## config.mk

```make
export PLATFORM = sky130hd
export DESIGN_NAME = address_sequencer
export DESIGN_NICKNAME = d
export VERILOG_FILES = /design/src/rtl/address_sequencer.sv
export SDC_FILE = /design/constraint.sdc
export NUM_CORES = 1
export LEC_CHECK = 0
export ABC_AREA = 1
export BUFFER_PORTS_ARGS = -buffer_cell sky130_fd_sc_hd__buf_2
export CORE_MARGIN = 2
export CORE_UTILIZATION = 40
export CTS_BUF_LIST = sky130_fd_sc_hd__clkbuf_4 sky130_fd_sc_hd__clkbuf_8
export CTS_CLUSTER_SIZE = 28
export DETAILED_ROUTE_END_ITERATION = 8
export PLACE_DENSITY = 0.71
export SYNTH_ARGS = -nofsm -noshare
export SYNTH_HDL_FRONTEND = slang
export SYNTH_SLANG_ARGS = --single-unit
```

## constraint.sdc

```tcl
create_clock -name clk -period 1.5 [get_ports clk]
set_input_delay 0.3 -clock clk [delete_from_list [all_inputs] [get_ports clk]]
set_output_delay 0.3 -clock clk [all_outputs]
set_load 0.02 [all_outputs]
```

## src/rtl/address_sequencer.sv

```systemverilog
// address_sequencer: selects a base address from one of N_SRC buses and emits a STEP-spaced burst over valid/ready.
// Optional build macro ADDR_SEQ_WRAP_EN: the low WRAP_LG2 address bits wrap inside an aligned window.
module address_sequencer #(
  parameter int ADDR_W   = 32,
  parameter int N_SRC    = 3,
  parameter int SEL_W    = $clog2(N_SRC),
  parameter int LEN_W    = 4,
  parameter int STEP     = 4,
  parameter int WRAP_LG2 = 4
) (
  input  logic                    clk,
  input  logic                    rst_n,
  input  logic [N_SRC*ADDR_W-1:0] src_addr,
  input  logic [SEL_W-1:0]        src_sel,
  input  logic                    load,
  input  logic [LEN_W-1:0]        burst_len,
  input  logic                    mem_ready,
  output logic                    mem_valid,
  output logic [ADDR_W-1:0]       mem_addr,
  output logic [ADDR_W-1:0]       next_addr,
  output logic                    busy,
  output logic                    done
);
  typedef enum logic {IDLE, ACTIVE} state_t;
  state_t state, state_d;
  logic [LEN_W-1:0] beats_left, beats_d;
  logic [ADDR_W-1:0] addr_d, sel_addr;
  logic [SEL_W-1:0] sel_idx;
  logic done_d, hs, last;
  assign sel_idx = (int'(src_sel) >= N_SRC) ? SEL_W'(N_SRC - 1) : src_sel;
  assign sel_addr = src_addr[sel_idx*ADDR_W +: ADDR_W];
  assign mem_valid = (state == ACTIVE);
  assign busy = (state == ACTIVE);
  assign hs = mem_valid & mem_ready;
  assign last = (beats_left == '0);
`ifdef ADDR_SEQ_WRAP_EN
  assign next_addr = {mem_addr[ADDR_W-1:WRAP_LG2], mem_addr[WRAP_LG2-1:0] + WRAP_LG2'(STEP)};
`else
  assign next_addr = mem_addr + ADDR_W'(STEP);
`endif
  // state, address, beat count and done pulse registers
  always_ff @(posedge clk or negedge rst_n)
    if (!rst_n) begin
      state <= IDLE;
      mem_addr <= '0;
      beats_left <= '0;
      done <= 1'b0;
    end else begin
      state <= state_d;
      mem_addr <= addr_d;
      beats_left <= beats_d;
      done <= done_d;
    end
  // next-state: load from idle, step on handshake, finish or reload on the final beat
  always_comb begin
    state_d = state;
    addr_d = mem_addr;
    beats_d = beats_left;
    done_d = 1'b0;
    if (state == IDLE) begin
      if (load) begin
        state_d = ACTIVE;
        addr_d = sel_addr;
        beats_d = burst_len;
      end
    end else if (hs) begin
      if (!last) begin
        addr_d = next_addr;
        beats_d = beats_left - LEN_W'(1);
      end else begin
        done_d = 1'b1;
        state_d = load ? ACTIVE : IDLE;
        addr_d = load ? sel_addr : mem_addr;
        beats_d = load ? burst_len : beats_left;
      end
    end
  end
endmodule

```

==> results of run 1 <==
==> logic make-up after synthesis <==
logic type	after synthesis
AOI/OAI and AO/OA	78
xor gates and xnor gates	16
adders and majority gates	2
buffers and inverters	77
DFF	38
and+or+nand+nor	403
==> synth_stat cells (all sizes together), types with 3 or more instances <==
cell,number
a21oi,35
xnor2,5
nor2,98
o21ai,19
xor2,11
nor3,3
nand3,57
clkbuf,14
nand2,240
buf,16
dfrtp,38
o211ai,19
inv,46
==> cell type report <==
cell class                      count  area share
Sequential cell                    38       0.150
Clock buffer                        5      0.0107
Multi-Input combinational cell    499       0.457
Tap cell                          108      0.0209
Clock inverter                      3     0.00621
Inverter                           47      0.0314
Timing Repair Buffer              290       0.322
Timing Repair inverter              1     0.00136
==> timing repair <==
item / 4_1_cts / 5_1_grt
pin swaps: 40 / 50
gates resized for setup: 103 / 100
gates cloned: 0 / 3
setup buffers: 24 / 13
hold endpoints to repair: 5 / 0
setup endpoints to repair: 63 / 65
hold buffers: 1 / 0
==> sequential cells by signal, summed over array words and instances (netlist names) <==
name        flops
done            1
busy            1
beats_left      4
mem_addr       32
==> how the worst max path moves through the flow <==
stage                     start             to  slack, ns  cells past startpoint
finish              mem_addr[2]  next_addr[21]      -0.58                      8
global route        mem_addr[2]  next_addr[28]      -0.67                      8
CTS                 mem_addr[2]  next_addr[28]      -0.55                      9
detailed placement  mem_addr[4]  next_addr[19]      -0.27                      7
global placement    mem_addr[4]  next_addr[19]      -0.25                      7
floorplan           mem_addr[2]  next_addr[13]      -0.17                      5
==> placed cells by master, fill, tap and decap left out, types with 8 or more instances in the layout <==
| cell type | instances |
|---|---|
| a21oi_1 | 34 |
| buf_2 | 146 |
| buf_4 | 96 |
| buf_6 | 38 |
| dfrtp_1 | 26 |
| dfrtp_2 | 12 |
| inv_1 | 34 |
| inv_2 | 8 |
| nand2_1 | 189 |
| nand2_2 | 37 |
| nand2_4 | 11 |
| nand3_1 | 39 |
| nand3_2 | 16 |
| nor2_1 | 60 |
| nor2_2 | 22 |
| nor2_4 | 16 |
| o211ai_1 | 19 |
| o21ai_0 | 11 |
==> metal layers <==
| layer | GRT usage | wire [µm] | up-vias |
|---|---|---|---|
| li1 | - | - | 2479 |
| met1 | 0.375 | 6290 | 2374 |
| met2 | 0.501 | 7580 | 277 |
| met3 | 0.0362 | 1120 | 48 |
| met4 | 0.101 | 549 | 0 |
| met5 | 0 | 0 | - |
==> stage by stage <==
step                       util  TNS, ns  instances  hold slack (ns)  area [µm²]
after floorplan               -    -3.59        614          0.00441        3780
after global placement    0.614    -4.79        953            0.152        5350
after detailed placement  0.614    -6.81        953            0.155        5350
after CTS                 0.694   -14.64        984            0.241        6050
after global routing      0.740   -21.18        991            0.246        6450
final                     0.740   -17.11        991            0.245        6450
==> power breakdown <==
group / internal (W) / switching (W)
clock: 0.000490 / 0.000411
sequential: 0.00150 / 0.000465
combinational: 0.00418 / 0.00518
==> worst register-to-register path: stages, from the launching register on <==
cell and delay [ns]:
dfrtp_1 0.40, buf_4 0.14, buf_4 0.14, nand3_1 0.12
nor2_2 0.19, xor2_2 0.23, buf_4 0.15, buf_4 0.10
buf_4 0.09, buf_4 0.10, buf_4 0.11, nand2_1 0.06
nand3_1 0.06, o21ai_0 0.08
==> metrics.txt, run 1 <==
routed len/inst 15.7 µm; worst setup margin -0.583 ns; htree depth 2; largest family of logic cells by synthesized area simple AND/OR/NAND/NOR gates; mux share of post-synthesis cell area 0; diode count 0; initial DRC count 319; Die Width 98.9 µm; ys async rst share 1.00; CTS root buf clkbuf_8; die height 98.9 µm; XOR/XNOR Fraction of Synth Area 0.0451; # port buffers 172; synth unique cells 32; top_reg_cell synth dfrtp_1; fmax 480 MHz; largest cells by area after synthesis dfrtp_1 (26%), nand2_1 (24%), nor2_1 (9.1%); Startpoint Class register; CTS Buf Count 5; Hold Crit Start burst_len[2]; RSZ-0062 raised after global routing yes; Seq/Total Area, Yosys 0.264; compound-gate portion of the synthesized area 0.125; vias 5,178; Fin. Hold Viols 0; Initial Util 0.413; status finished with violations; clk sinks 38; total power 0.0122 W; DRT Pass-1 Iters 5; Yosys top cell area share 0.264; Slew Limit Fails 0; FF-to-FF End mem_addr[7]; DRT Wirelength 15,500 µm; layout cell share with drive strength beyond 1 0.515; Crit path buffers/inverters 2; Pleak 3.34 nW; CP Max Fanout 5; Row Count 34; Synth Area in Adders 0.00694; worst skew pair latency 0.31 ns; Peak VDD IR 0.000913 V; Post-Synth Simple-Gate Area 0.467; via/cell ratio 5.23; vias in the first global route 5,036; die area 9790 µm²; CP cell instances clkinvlp_4 -> nor2_4 -> nand2_4 -> nor2_4 -> nand2_1 -> nand2_2 -> nand2_2 -> buf_6; area leader, netlist dfrtp_1; reg2reg start mem_addr[4]; Final min period 2.08 ns; Fill cells 678; failing checks setup timing; first-pass GRT wire length 23,100 µm; Cell Area, Synth 3600 µm²; clk slew on worst S/H paths 0.09 ns; Ys Warns 0; Synth Net Count 722; pre-CTS setup slack -0.268 ns; Crit. End Element primary output; measured slew at the worst slew-check pin 0.381 ns; total of max-cap violations 0; FF-to-FF path depth 13; Hold Path Depth 3; Routed Antenna Nets 0; IO Count 173; initial antenna violation count 0; CP Class register to primary output; Mapped Cells 614; HPWL Detailed 10,900 µm; Arrival @ worst endpoint 1.78 ns; Critical Path RT 1.20 ns; Critical Path Slowest Stage Cell dfrtp_2; synthesis-stage register bit count 38; routability cong. 0.920; Core Region 8720 µm²; FF-to-FF setup slack -0.56 ns; worst clock skew 0.0111 ns; worst min path class input port to register; synthesis-to-finish area growth 79.0%; largest net degree at the start of global routing 36; Overflow after GRT 0; area taken by multi-input logic gates 2950 µm²; DRC viols 0; worst hold path endpoint beats_left[2]; Post-layout nets 990; slew margin rel. 0.746; post-route clock period utilization 1.39; CTS max path bufs 2; critical path's top delay family simple AND/OR/NAND/NOR gates; GRT Total Usage 0.291; CTS tree built; post-synthesis average cell area 5.87 µm²; Crit path largest cell delay 0.44 ns; final setup vio count 61; register area 966 µm²; EDFF count, synth 0; Power per Cell Area 1890 nW/µm²
Note: power is estimated with default switching activity, not from simulation.
==> inputs of run 2 (changes only) <==
Settings changed: CELL_PAD_IN_SITES_DETAIL_PLACEMENT set to 1, CELL_PAD_IN_SITES_GLOBAL_PLACEMENT set to 1, CORE_UTILIZATION 40 to 28, PLACE_DENSITY 0.71 to 0.84.
==> metrics.txt, run 2 (synthesized netlist as in run 1, its figures left out) <==
Hold Crit Start burst_len[2]; GRT Total Usage 0.327; routed len/inst 24.5 µm; worst clock skew 0.0166 ns; clk slew on worst S/H paths 0.11 ns; DRC viols 0; via/cell ratio 5.51; register area 971 µm²; Final min period 2.34 ns; measured slew at the worst slew-check pin 0.530 ns; Crit. End Element primary output; CTS tree built; Post-layout nets 1,041; sw frac 0.520; Fill cells 1,608; synthesis-to-finish area growth 104%; crit path launch mem_addr[10]; worst skew pair latency 0.34 ns; diode count 0; HPWL Detailed 13,900 µm; most frequent cells in the layout nand2_1 (172), buf_2 (141), buf_4 (110); IO Count 173; switching pwr 0.00793 W; clk sinks 38; largest net degree at the start of global routing 34; Routed Antenna Nets 0; routability cong. 0.885; worst min path class input port to register; final setup vio count 70; fmax 426 MHz; die height 117 µm; Critical Path RT 1.20 ns; Worst path most repeated cell nand2_1; FF-to-FF path depth 14; failing checks setup timing; initial antenna violation count 0; Final Util 0.583; CTS Buf Count 5; htree depth 2; CP cell instances nand2_1 -> nor2_2 -> nand2_1 -> nor2_4 -> nand3_1 -> nand2_2 -> buf_2; Crit path largest cell delay 0.42 ns; Row Count 41; total of max-cap violations 0; die area 13,800 µm²; CP Class register to primary output; DRT Pass-1 Iters 5; slew margin rel. 0.646; Overflow after GRT 0; most common cell after layout, fill and taps aside nand2_1; FF-to-FF setup slack -0.47 ns; worst setup path end next_addr[21]; Flop pwr share 0.143; Top reg by flops mem_addr; Fin. Hold Viols 0; worst setup margin -0.845 ns; first-pass GRT wire length 35,500 µm; Startpoint Class register; initial DRC count 673; post-route clock period utilization 1.56; Slew Limit Fails 0; reg2reg start mem_addr[3]; layout cell share with drive strength beyond 1 0.588; # port buffers 172; status finished with violations; RSZ-0062 raised after global routing yes; Clk pwr share 0.069; DRT Wirelength 27,100 µm; final hold slack 0.214 ns; area taken by multi-input logic gates 3170 µm²; CTS max path bufs 2; Pleak 3.67 nW; Int Power 0.00733 W; vias in the first global route 6,324; max reg flops 32; Peak VDD IR 0.000828 V; FF-to-FF End mem_addr[28]; total power 0.0153 W; Core Region 12,600 µm²; Power per Cell Area 2070 nW/µm²; biggest regs mem_addr x32, beats_left x4; CP Max Fanout 5; Critical Path Slowest Stage Cell dfrtp_2; Initial Util 0.286; vias 6,099; CTS root buf clkbuf_8; Logic pwr share 0.787; Arrival @ worst endpoint 2.04 ns; Die Width 117 µm
[run 2: changes by cell type in the layout (fill, tap and decap cells not counted), moves of 5 or more]
cell,before,now
buf_2,146,141
nand2_2,37,54
buf_4,96,110
nor2_2,22,16
nor2_4,16,34
nand2_1,189,172
nand3_2,16,22
buf_6,38,78
nand3_1,39,32
nor2_1,60,48
[run 2: layout make-up]
| type | count | area share |
|---|---|---|
| clock inverter | 1 | 0.00408 |
| clock buffer | 7 | 0.0122 |
| tap | 172 | 0.0293 |
| inverter | 47 | 0.0289 |
| multi-input combinational | 499 | 0.430 |
| sequential | 38 | 0.132 |
| timing repair buffer | 342 | 0.363 |
[run 2: stage by stage]
step	cell area, µm²	worst slack, ns	std cells	setup TNS [ns]
after global routing	7350	-0.913	1106	-33.27
final	7350	-0.845	1106	-29.80
after CTS	6670	-0.612	1079	-17.54
after global placement	5470	-0.216	1024	-5.57
after floorplan	3780	-0.173	614	-3.59
after detailed placement	5470	-0.309	1024	-10.58
[run 2: what timing repair did]
item                                    CTS  global route
hold buffers                              1             0
setup buffers                            53            40
cloned                                    2             0
endpoints found under the hold margin    16             0
endpoints found under the setup margin   67            72
resized for setup                       179           136
pin swaps                                69            56
[run 2: worst min path at each step]
stage,end,slack (ns),depth (start not counted)
3_5_place_dp,done,0.28,1
4_1_cts,beats_left[2],0.26,3
2_1_floorplan,beats_left[0],0.004,0
5_1_grt,beats_left[2],0.22,3
3_3_place_gp,done,0.26,1
6_report,beats_left[2],0.21,3
[run 2: critical path, delay by kind of cell, from the launching register on]
family / cells / cell delay, ns
AND/OR/NAND/NOR: 6 / 1.11
buffers and inverters: 1 / 0.17
flip-flops: 1 / 0.42
[run 2: power groups by stage]
stage / logic (W) / clock network (W) / registers, W
after floorplan: 0.00341 / 0 / 0.00251
after global placement: 0.00698 / 0 / 0.00192
after detailed placement: 0.00724 / 0 / 0.00197
after CTS: 0.00949 / 0.000988 / 0.00197
after global routing: 0.0124 / 0.00109 / 0.00220
final: 0.0120 / 0.00106 / 0.00219
[run 2: metal layers]
layer / up-vias / GRT usage / part of all wire
met3: 171 / 0.0722 / 0.083
met5: - / 0 / 0
met1: 2881 / 0.382 / 0.37
met2: 466 / 0.554 / 0.47
li1: 2581 / - / -
met4: 0 / 0.188 / 0.077
==> inputs of run 3 (changes only) <==
--- a/config.mk
+++ b/config.mk
@@ -8,12 +8,10 @@
 export ABC_AREA = 1
 export BUFFER_PORTS_ARGS = -buffer_cell sky130_fd_sc_hd__buf_2
-export CELL_PAD_IN_SITES_DETAIL_PLACEMENT = 1
-export CELL_PAD_IN_SITES_GLOBAL_PLACEMENT = 1
 export CORE_MARGIN = 2
-export CORE_UTILIZATION = 28
+export CORE_UTILIZATION = 40
 export CTS_BUF_LIST = sky130_fd_sc_hd__clkbuf_4 sky130_fd_sc_hd__clkbuf_8
 export CTS_CLUSTER_SIZE = 28
 export DETAILED_ROUTE_END_ITERATION = 8
-export PLACE_DENSITY = 0.84
+export PLACE_DENSITY = 0.79
 export SYNTH_ARGS = -nofsm -noshare
 export SYNTH_HDL_FRONTEND = slang
==> constraint.sdc (replaced) <==
create_clock -name clk -period 1.5 [get_ports clk]
set_input_delay 0.3 -clock clk [delete_from_list [all_inputs] [get_ports clk]]
set_output_delay 0.3 -clock clk [all_outputs]
set_load 0.005 [all_outputs]
==> metrics.txt, run 3 (synthesized netlist as in run 1, its figures left out) <==
status finished with violations; failing checks setup timing; Arrival @ worst endpoint 1.81 ns; Startpoint Class register; post-route clock period utilization 1.41; reg2reg start mem_addr[2]; Peak VDD IR 0.000924 V; Final min period 2.11 ns; Placed Cells 955; clk slew on worst S/H paths 0.09 ns; vias in the first global route 4,902; initial DRC count 425; final setup vio count 49; diode count 0; routed len/inst 16.9 µm; CP cell instances ha_4 -> nand2_4 -> nor2_4 -> nand2_2 -> nor2_4 -> xor2_1 -> buf_2; Die Width 98.9 µm; Pleak 3.23 nW; CP Class register to primary output; FF-to-FF setup slack -0.21 ns; Top reg by flops mem_addr; measured slew at the worst slew-check pin 0.457 ns; IO Count 173; layout cell share with drive strength beyond 1 0.498; CTS root buf clkbuf_8; Worst path most repeated cell nor2_4; most common cell after layout, fill and taps aside nand2_1; worst setup margin -0.613 ns; die area 9790 µm²; worst setup path end next_addr[16]; CP Max Fanout 3; Row Count 34; Core Region 8720 µm²; crit path launch mem_addr[2]; first-pass GRT wire length 23,300 µm; synthesis-to-finish area growth 72.2%; Crit path largest cell delay 0.43 ns; Power per Cell Area 1800 nW/µm²; # port buffers 172; Fill cells 671; clk sinks 38; initial antenna violation count 0; via/cell ratio 5.41; largest net degree at the start of global routing 39; DRC viols 0; die height 98.9 µm; RSZ-0062 raised after global routing yes; WL met2 8030 µm; GRT Total Usage 0.297; Fin. Hold Viols 0; slew margin rel. 0.694; Final Util 0.712; uppermost layer routed met4; DRT Pass-1 Iters 5; Initial Util 0.413; vias 5,361; fmax 473 MHz; total of max-cap violations 0; Critical Path RT 1.20 ns; worst skew pair latency 0.31 ns; Routed Antenna Nets 0; Crit. End Element primary output; biggest regs mem_addr x32, beats_left x4; worst min path class input port to register; Critical Path Slowest Stage Cell dfrtp_2; FF-to-FF path depth 9; htree depth 2; max reg flops 32; Overflow after GRT 0; CTS tree built; Post-layout nets 990; most frequent cells in the layout nand2_1 (192), buf_2 (172), buf_4 (96); non-filler instance count after layout 991; Worst path depth 7; met1 wire length 6080 µm; DRT Wirelength 16,800 µm; routed wl met3 1730 µm; worst clock skew 0.0103 ns; Slew Limit Fails 0; Crit path buffers/inverters 1; CTS max path bufs 2; HPWL Detailed 10,900 µm; FF-to-FF End mem_addr[16]; routability cong. 0.957; final hold slack 0.260 ns; CTS Buf Count 5; critical path's top delay family simple AND/OR/NAND/NOR gates
[run 3: changes by cell type in the layout (fill, tap and decap cells not counted), moves of 5 or more]
cell     previous run  this run
nand2_2            54        39
nor2_4             34        27
nand3_1            32        49
dfrtp_2            16         6
nand2_4            12         7
buf_4             110        96
dfrtp_1            22        32
nor2_1             48        55
nand2_1           172       192
buf_6              78        17
nand3_2            22         5
buf_2             141       172
[run 3: per-layer routing]
metal	vias up	GRT usage
met5	-	0
met4	0	0.121
met3	83	0.0702
met2	357	0.501
met1	2444	0.365
li1	2477	-
[run 3: what timing repair did]
action	4_1_cts	5_1_grt
hold endpoints to repair	38	0
resized for setup	75	110
setup buffers	28	17
pin swaps	45	47
hold buffers	1	0
setup endpoints to repair	60	62
[run 3: worst register-to-register path: stages (launching register included)]
cell and delay [ns]:
dfrtp_2 0.43, ha_4 0.18, nand2_4 0.06, nor2_4 0.15, nand2_2 0.09, nor2_4 0.19
xor2_1 0.25, buf_4 0.16, nor2_1 0.04, nor2_1 0.10
[run 3: power by group]
part | total, W | switching [W] | internal, W | leakage (nW)
combinational | 0.00803 | 0.00430 | 0.00373 | 2.72
clock | 0.00115 | 0.000439 | 0.000711 | 0.0714
sequential | 0.00197 | 0.000491 | 0.00148 | 0.434
total | 0.0112 | 0.00523 | 0.00592 | 3.23
[run 3: cell type report]
class                           instances  area, µm²  share of cell area
Timing Repair Buffer                  291       1880               0.303
Multi-Input combinational cell        499       2890               0.465
Inverter                               47        199              0.0321
Clock inverter                          2       60.1             0.00968
Sequential cell                        38        958               0.154
Tap cell                              108        135              0.0218
Clock buffer                            6       82.6              0.0133
[run 3: worst min-delay path by stage]
stage            startpoint       endpoint  slack [ns]  cells past startpoint
2_1_floorplan         rst_n  beats_left[0]       0.004                      0
3_3_place_gp          rst_n    mem_addr[0]        0.28                      2
3_5_place_dp          rst_n    mem_addr[0]        0.28                      2
4_1_cts        burst_len[1]  beats_left[1]        0.27                      3
5_1_grt        burst_len[1]  beats_left[1]        0.29                      3
6_report       burst_len[1]  beats_left[1]        0.26                      3
[run 3: stage by stage]
step / instance area [µm²] / power (W) / worst slack [ns] / setup TNS, ns
finish: 6210 / 0.0112 / -0.613 / -15.26
global route: 6210 / 0.0118 / -0.672 / -18.48
CTS: 5810 / 0.00983 / -0.463 / -11.48
detailed placement: 5230 / 0.00769 / -0.239 / -5.04
global placement: 5230 / 0.00758 / -0.161 / -3.19
floorplan: 3650 / 0.00475 / -0.0389 / -0.0389
